## config.mk

```make
export PLATFORM = sky130hd
export DESIGN_NAME = ft_sync_tx
export DESIGN_NICKNAME = d
export VERILOG_FILES = /design/src/rtl/ft_pkg.sv /design/src/rtl/ft_skid_buf.sv /design/src/rtl/ft_sync_tx.sv
export SDC_FILE = /design/constraint.sdc
export NUM_CORES = 1
export LEC_CHECK = 0
export CORE_MARGIN = 2
export CORE_UTILIZATION = 30
export CTS_CLUSTER_SIZE = 16
export DETAILED_ROUTE_END_ITERATION = 10
export MAX_ROUTING_LAYER = met4
export PLACE_DENSITY = 0.62
export SLEW_MARGIN = 20
export SYNTH_ARGS = -nofsm -noshare
export SYNTH_HDL_FRONTEND = slang
export SYNTH_SLANG_ARGS = --single-unit
```

## constraint.sdc

```tcl
create_clock -name comm_clk -period 1.4 [get_ports comm_clk]
set_clock_uncertainty 0.2 [all_clocks]
set_input_delay 0.28 -clock comm_clk [delete_from_list [all_inputs] [get_ports comm_clk]]
set_output_delay 0.28 -clock comm_clk [all_outputs]
set_load 0.01 [all_outputs]
```

## src/rtl/ft_pkg.sv

```systemverilog
// rtl/ft_pkg.sv - shared types and constants for the FT2232H sync FIFO transmit path
// Contents:
//   FT_DATA_W     : FT2232H data bus width (8 only)
//   FT_STAT_W     : width of the optional statistics counters
//   ft_tx_state_t : occupancy state of the output/skid register pair
package ft_pkg;

  localparam int FT_DATA_W = 8;
  localparam int FT_STAT_W = 32;

  // IDLE: nothing held; SEND: output register only; FULL: output and skid registers
  typedef enum logic [1:0] {
    IDLE = 2'd0,
    SEND = 2'd1,
    FULL = 2'd2
  } ft_tx_state_t;

endpackage

```

## src/rtl/ft_skid_buf.sv

```systemverilog
// rtl/ft_skid_buf.sv - generic 2-entry valid/ready skid register (output register + skid)
// Ports:
//   clk_i, rst_ni   : clock, synchronous active-low reset
//   s_data_i/s_valid_i/s_ready_o : upstream handshake, s_ready_o registered
//   m_data_o/m_valid_o/m_ready_i : downstream, m_data_o is the output register
//   m_valid_next_o  : output-register valid flag as it will be after this edge
module ft_skid_buf
  import ft_pkg::*;
#(
  parameter int W = FT_DATA_W
) (
  input  logic         clk_i,
  input  logic         rst_ni,
  input  logic [W-1:0] s_data_i,
  input  logic         s_valid_i,
  output logic         s_ready_o,
  output logic [W-1:0] m_data_o,
  output logic         m_valid_o,
  input  logic         m_ready_i,
  output logic         m_valid_next_o
);

  ft_tx_state_t state_q, state_d;
  logic [W-1:0] out_q, out_d;
  logic [W-1:0] skid_q, skid_d;
  logic         ready_q;
  logic         acc;
  logic         take;

  assign acc  = s_valid_i && ready_q;
  assign take = m_ready_i && (state_q != IDLE);

  // The output register only changes on a take or when loaded while empty,
  // so a byte presented downstream is never altered while pending.
  always_comb begin
    state_d = state_q;
    out_d   = out_q;
    skid_d  = skid_q;
    unique case (state_q)
      IDLE: begin
        if (acc) begin
          state_d = SEND;
          out_d   = s_data_i;
        end
      end
      SEND: begin
        if (take && acc) begin
          out_d = s_data_i;
        end else if (take) begin
          state_d = IDLE;
        end else if (acc) begin
          state_d = FULL;
          skid_d  = s_data_i;
        end
      end
      FULL: begin
        // ready_q is low in FULL, so no new byte can arrive here
        if (take) begin
          state_d = SEND;
          out_d   = skid_q;
        end
      end
      default: state_d = IDLE;
    endcase
  end

  always_ff @(posedge clk_i) begin
    if (!rst_ni) begin
      state_q <= IDLE;
      out_q   <= '0;
      skid_q  <= '0;
      ready_q <= 1'b0;
    end else begin
      state_q <= state_d;
      out_q   <= out_d;
      skid_q  <= skid_d;
      ready_q <= (state_d != FULL);
    end
  end

  assign s_ready_o      = ready_q;
  assign m_data_o       = out_q;
  assign m_valid_o      = (state_q != IDLE);
  assign m_valid_next_o = (state_d != IDLE);

endmodule

```

## src/rtl/ft_sync_tx.sv

```systemverilog
// rtl/ft_sync_tx.sv - FT2232H 245 synchronous FIFO write controller with TXE# flow control
// Ports:
//   comm_clk, rst_n        : FT2232H CLKOUT, synchronous active-low reset
//   s_data/s_valid/s_ready : upstream byte handshake (s_ready registered)
//   txe                    : FT2232H TXE#, low when the chip has space
//   data, wr, rd           : FT2232H data bus, WR# (registered), RD# (tied high)
//   busy                   : an unsent byte is held
//   byte_count/stall_count : statistics, present only when FT_TX_STATS_EN is defined
module ft_sync_tx
  import ft_pkg::*;
#(
  parameter int DATA_W = FT_DATA_W
) (
  input  logic                 comm_clk,
  input  logic                 rst_n,
  input  logic [DATA_W-1:0]    s_data,
  input  logic                 s_valid,
  output logic                 s_ready,
  input  logic                 txe,
  output logic [DATA_W-1:0]    data,
  output logic                 wr,
  output logic                 rd,
  output logic                 busy
`ifdef FT_TX_STATS_EN
  ,
  output logic [FT_STAT_W-1:0] byte_count,
  output logic [FT_STAT_W-1:0] stall_count
`endif
);

  logic wr_q, wr_d;
  logic xfer;
  logic out_valid;
  logic out_valid_next;

  // The chip takes the byte on an edge where WR# and TXE# are both low.
  assign xfer = !wr_q && !txe;

  ft_skid_buf #(
    .W (DATA_W)
  ) u_skid (
    .clk_i          (comm_clk),
    .rst_ni         (rst_n),
    .s_data_i       (s_data),
    .s_valid_i      (s_valid),
    .s_ready_o      (s_ready),
    .m_data_o       (data),
    .m_valid_o      (out_valid),
    .m_ready_i      (xfer),
    .m_valid_next_o (out_valid_next)
  );

  // WR# only goes low for a held byte while TXE# is seen low; a TXE# rise
  // releases WR# and the same byte stays on the bus for re-presentation.
  assign wr_d = !(out_valid_next && !txe);

  always_ff @(posedge comm_clk) begin
    if (!rst_n) begin
      wr_q <= 1'b1;
    end else begin
      wr_q <= wr_d;
    end
  end

  assign wr   = wr_q;
  assign rd   = 1'b1;
  assign busy = out_valid;

`ifdef FT_TX_STATS_EN
  localparam logic [FT_STAT_W-1:0] STAT_ONE = FT_STAT_W'(1);

  logic [FT_STAT_W-1:0] byte_count_q;
  logic [FT_STAT_W-1:0] stall_count_q;

  always_ff @(posedge comm_clk) begin
    if (!rst_n) begin
      byte_count_q  <= '0;
      stall_count_q <= '0;
    end else begin
      if (xfer) begin
        byte_count_q <= byte_count_q + STAT_ONE;
      end
      if (out_valid && txe) begin
        stall_count_q <= stall_count_q + STAT_ONE;
      end
    end
  end

  assign byte_count  = byte_count_q;
  assign stall_count = stall_count_q;
`else
  // No statistics state in this build.
`endif

endmodule

```

# Word-level counts from Yosys, hierarchy flattened
# Index checks and enable logic that the tools add are counted.
[op_classes]
n_eq_ne = 6
n_mux = 10
bitwise = 2
n_reduce_logical = 14
[op_table]
columns = ["operator", "n"]
rows = [
  ["two-way mux 8 bit", 3],
  ["one-hot mux 8 bit (3 select lines)", 1],
  ["two-way mux 2 bit", 5],
  ["AND reduction 4 bit", 2],
  ["inequality test 2 x 1 -> 1 bit, second input constant", 3],
  ["one-hot mux 2 bit (3 select lines)", 1],
  ["logical AND 1 bit", 5],
  ["nonzero test 2 bit", 2],
  ["zero test 1 bit", 3],
  ["nonzero test 3 bit", 1],
  ["equality test 2 x 1 -> 1 bit, second input constant", 1],
  ["equality test 2 bit, second input constant", 1],
  ["zero test 2 bit", 1],
  ["inequality test 2 bit, second input constant", 1],
  ["inverter 1 bit", 2],
]
[word_totals]
register_bits = 20
in_bits = 12
out_inout_bits = 12
wordCells = 37

# Longest topological paths before layout
[depth]
word_depth = 9
mapped_depth = 5
depth_no_buf = 3

# By module
# Synthesis repeated with hierarchy kept, for this count alone.
[unflattened]
cells_unflattened = 87
area_unflattened_um2 = 895.9
[modules_own_cells]
columns = ["module", "instances", "cells_per_inst", "area_each_um2", "seq_area_each_um2"]
rows = [
  ["ft_skid_buf", 1, 82, 853.3, 380.4],
  ["ft_sync_tx", 1, 5, 42.5, 20.0],
]

# Least setup slack after synthesis
# OpenSTA, ideal clock, no wires.
[synth_path]
kind = "register to register"
startpoint = "register wr_q, in the netlist wr"
endpoint = "register u_skid.out_q[0], in the netlist u_skid.m_data_o[0]"
setup_time_ns = 0.141
arrival_ns = 1.277
required_time_ns = 1.059
setup_slack_ns = -0.219
stages_incl_launch_ff = 5
path_buffers = 1
synth_period_minus_slack_ns = 1.619
cell_sequence = "dfxtp_1 -> nor2_1 -> buf_2 -> a2111oi_0 -> a211oi_2"
[synth_via]
elab_chain_len = 6
elab_cells_between_ends = 7
cone_classes = "2 x eq/ne; 5 x reduce/logical"
[synth_rtl]
columns = ["element", "line", "rtl"]
rows = [
  ["start: declaration", "ft_sync_tx.sv:31", "logic wr_q, wr_d;"],
  ["start signal: assignment", "ft_sync_tx.sv:61", "wr_q <= wr_d;"],
  ["zero test 1 bit *", "ft_sync_tx.sv:37", "assign xfer = !wr_q && !txe;"],
  ["logical AND 1 bit *", "ft_sync_tx.sv:37", ""],
  ["logical AND 1 bit *", "ft_skid_buf.sv:31", "assign take = m_ready_i && (state_q != IDLE);"],
  ["logical AND 1 bit", "ft_skid_buf.sv:47", "if (take && acc) begin"],
  ["inequality test 2 x 1 -> 1 bit (no line)", "n/a", ""],
  ["AND reduction 4 bit (no line) *", "n/a", ""],
  ["end signal: assignment", "ft_skid_buf.sv:75", "out_q <= out_d;"],
  ["end: declaration", "ft_skid_buf.sv:24", "logic [W-1:0] out_q, out_d;"],
]
# Mark *: on every way between the ends. The rest lies on a longest branch, timed or not.
# A chain may end at the register's enable or synchronous reset.

# Worst setup path in the final report
[layout_path]
startpoint = "register u_skid.state_q[1]"
endpoint = "register u_skid.out_q[2], in the netlist u_skid.m_data_o[2]"
[layout_via]
elab_chain_len = 5
elab_cells_between_ends = 12
cone_classes = "5 x eq/ne; 1 x mux; 6 x reduce/logical"
[layout_rtl]
columns = ["element", "line", "rtl"]
rows = [
  ["start: declaration", "ft_skid_buf.sv:23", "ft_tx_state_t state_q, state_d;"],
  ["start signal: assignment", "ft_skid_buf.sv:74", "state_q <= state_d;"],
  ["nonzero test 2 bit", "ft_skid_buf.sv:31", ""],
  ["logical AND 1 bit", "ft_skid_buf.sv:31", ""],
  ["logical AND 1 bit", "ft_skid_buf.sv:47", ""],
  ["inequality test 2 x 1 -> 1 bit (no line)", "n/a", ""],
  ["AND reduction 4 bit (no line)", "n/a", ""],
]
# Parallel ways exist; a longest one is shown, timed or not.

==> run metrics <==
status=complete, but fails checks; violated checks=negative setup slack; #FFs+latches synth=20; final hold viol count=0; die area=3908 sq um; Worst Hold Endpoint=u_skid.skid_q[5]; Final period util=1.146; met1 usage=0.1900; first drt pass iteration count=4; Nets=159; Starting Density=0.3103; Worst Path Required=1420 ps; Syn Nets=112; Synth area leaders=dfxtp_1 (39%), a211oi_2 (9.7%), mux2i_1 (8.8%); crit path max fanout=8; Final setup viols=11; Final WS setup=-203.9 ps; Worst Path Class, Setup=reg2reg; die width=62.52 um; Vias=995; GR Overflow Total=0; Global Route met3 Usage=0.02883; Setup TNS=-1834 ps; RSZ-0062 raised after global routing=true; drt drc=0; Post-Synthesis Cells=100; standard-cell rows=21; Yosys cell types=29; routed len/inst=15.82 um; GPL Wtd Cong=0.8514; fin crit period=1604 ps; first-pass GRT wire length=4.733 mm; Arrival @ worst endpoint=1630 ps; Antenna Violating Nets Remaining=0; Clock Tree Buf Depth=2; height of the die=62.52 um; Max Freq=0.6235 GHz; Largest delay share family, worst path=compound AO/OA/AOI/OAI gates; root buffer cell=clkbuf_4; Avg Inst Size Synth=10.27 sq um; Total Wirelength=3.037 mm; reg2reg setup slack=-200 ps; crit-path cells=and3b_2 -> a211o_4 -> a211oi_2; CTS buffer count=3; HP Start=u_skid.skid_q[5]; share of cells above drive strength 1=0.5479; Ys Warns=0; fill cell count=321; Inserted Diodes=0; WHS Path Cells=2; Max rail drop VDD=0.2967 mV; leakage power=0.6161 nW; GR Util met2=0.2540; clk_lat worst skew=300 ps; num ports=24; Synth top area share=0.3898; power density cells=819.5 nW/um^2; Hold WC Path Type=reg2reg; Iteration-0 DRC Markers=29; proportion of synthesized chip area in sequential cells=0.3898; vias in the first global route=953; largest net degree at the start of global routing=17; final hold slack=278.5 ps; critical path's largest stage delay=420 ps; reg2reg start=u_skid.state_q[1]; total track usage=0.1598; Slowest-stage cell, CP=dfxtp_4; Pins Over Slew Limit=0; max cap viols=0; Clk pin slew, worst setup/hold paths=120 ps; post-DP HPWL=1.979 mm; H-Tree Depth=1; Area Growth Syn to Fin=63.70%; area leader, netlist=dfxtp_1; most used routing layer=met2; Core Region=3311 sq um; worst path bufs/invs=0; I/O Buffers=22; CTS sink count=20; reg2reg path depth=3; capture point of the worst reg-to-reg path=u_skid.m_data_o[2]; CTS tree=done; Vias/cell=5.182; crit start category=register; synthesized area=1027 sq um; crit path capture type=register; initial antenna violation count=0
## sequential cells by signal (all words and copies together) (netlist names)
signal and flops:
u_skid.state_q 2, u_skid.skid_q 8, wr 1, u_skid.s_ready_o 1
u_skid.m_data_o 8
## cell usage after synthesis (all sizes together)
cell / count
dfxtp: 20
o21ai: 11
a21oi: 9
mux2i: 9
a2111oi: 8
a211oi: 8
nand3: 8
buf: 7
clkbuf: 2
nand3b: 2
nor2: 2
a211o: 1
a22oi: 1
and2: 1
and3b: 1
clkinv: 1
conb: 1
nand2: 1
nand4b: 1
nor4b: 1
nor4bb: 1
o21a: 1
o31ai: 1
or2: 1
or2b: 1
## how the worst max path moves through the flow
stage | from | to | slack (ps) | depth (start not counted)
floorplan | u_skid.state_q[0] | u_skid.m_data_o[0] | -130 | 4
detailed placement | txe | u_skid.m_data_o[3] | -630 | 5
CTS | u_skid.state_q[1] | u_skid.m_data_o[2] | -210 | 3
global placement | s_valid | u_skid.m_data_o[7] | -560 | 4
finish | u_skid.state_q[1] | u_skid.m_data_o[2] | -200 | 3
global route | u_skid.state_q[1] | u_skid.m_data_o[0] | -250 | 5
## placed cells by master (no fill, tap or decap), types with 4 or more instances in the layout
cell type and count:
buf_4 17, mux2i_2 4, a211oi_2 8, nand3_1 8, a21oi_1 5, clkdlybuf4s50_1 9
clkdlybuf4s15_1 4, dfxtp_4 4, buf_6 8, a2111oi_1 5, dfxtp_1 13, o21ai_1 9
## layer usage
layer	routed length (um)	share of wire
met4	50	0.016
met5	0	0
met3	68	0.022
met2	1602	0.53
met1	1316	0.43
## through the flow
| stage | instances | setup WS, ps | power, W | cell area [sq um] | util |
|---|---|---|---|---|---|
| final | 192 | -203.9 | 0.001378 | 1682 | 0.5079 |
| after global routing | 192 | -250.6 | 0.001439 | 1682 | 0.5079 |
| after CTS | 188 | -209.6 | 0.001361 | 1599 | 0.4830 |
| after detailed placement | 179 | -633.2 | 0.0009907 | 1421 | 0.4293 |
| after global placement | 179 | -562.4 | 0.0009809 | 1421 | 0.4293 |
| after floorplan | 100 | -127.7 | 0.0008197 | 1032 | - |
## tightest hold or removal path, cell delays in order, from the launching register on
cell	delay, ps
dfxtp_1	340
o21ai_2	60
a21oi_2	50
## timing repair
| item | CTS | global route |
|---|---|---|
| pin swaps | 13 | 8 |
| hold buffers | 0 | 0 |
| buffers inserted | 4 | 3 |
| cloned | 2 | 1 |
| endpoints found under the setup margin | 30 | 27 |
| resized for setup | 64 | 25 |
## power breakdown
part           internal [W]  switching, W
Combinational      0.000223      0.000190
Sequential         0.000603     0.0000261
Clock              0.000159      0.000177
Total              0.000984      0.000394
## cell type report
class                      instances  area, sq um  share of cell area
inverter                           1        3.754            0.002232
sequential                        20        419.2              0.2493
multi-input combinational         71        691.9              0.4115
timing repair buffer              50        473.0              0.2813
clock buffer                       4        36.28             0.02158
tap                               46        57.56             0.03423
## logic make-up after synthesis
logic type	share of synthesized area
AOI/OAI and AO/OA	0.3191
buffers and inverters	0.06577
DFF	0.3898
muxes	0.08770
other	0.003651
and+or+nand+nor	0.1340
(Power assumes the default switching activity.)
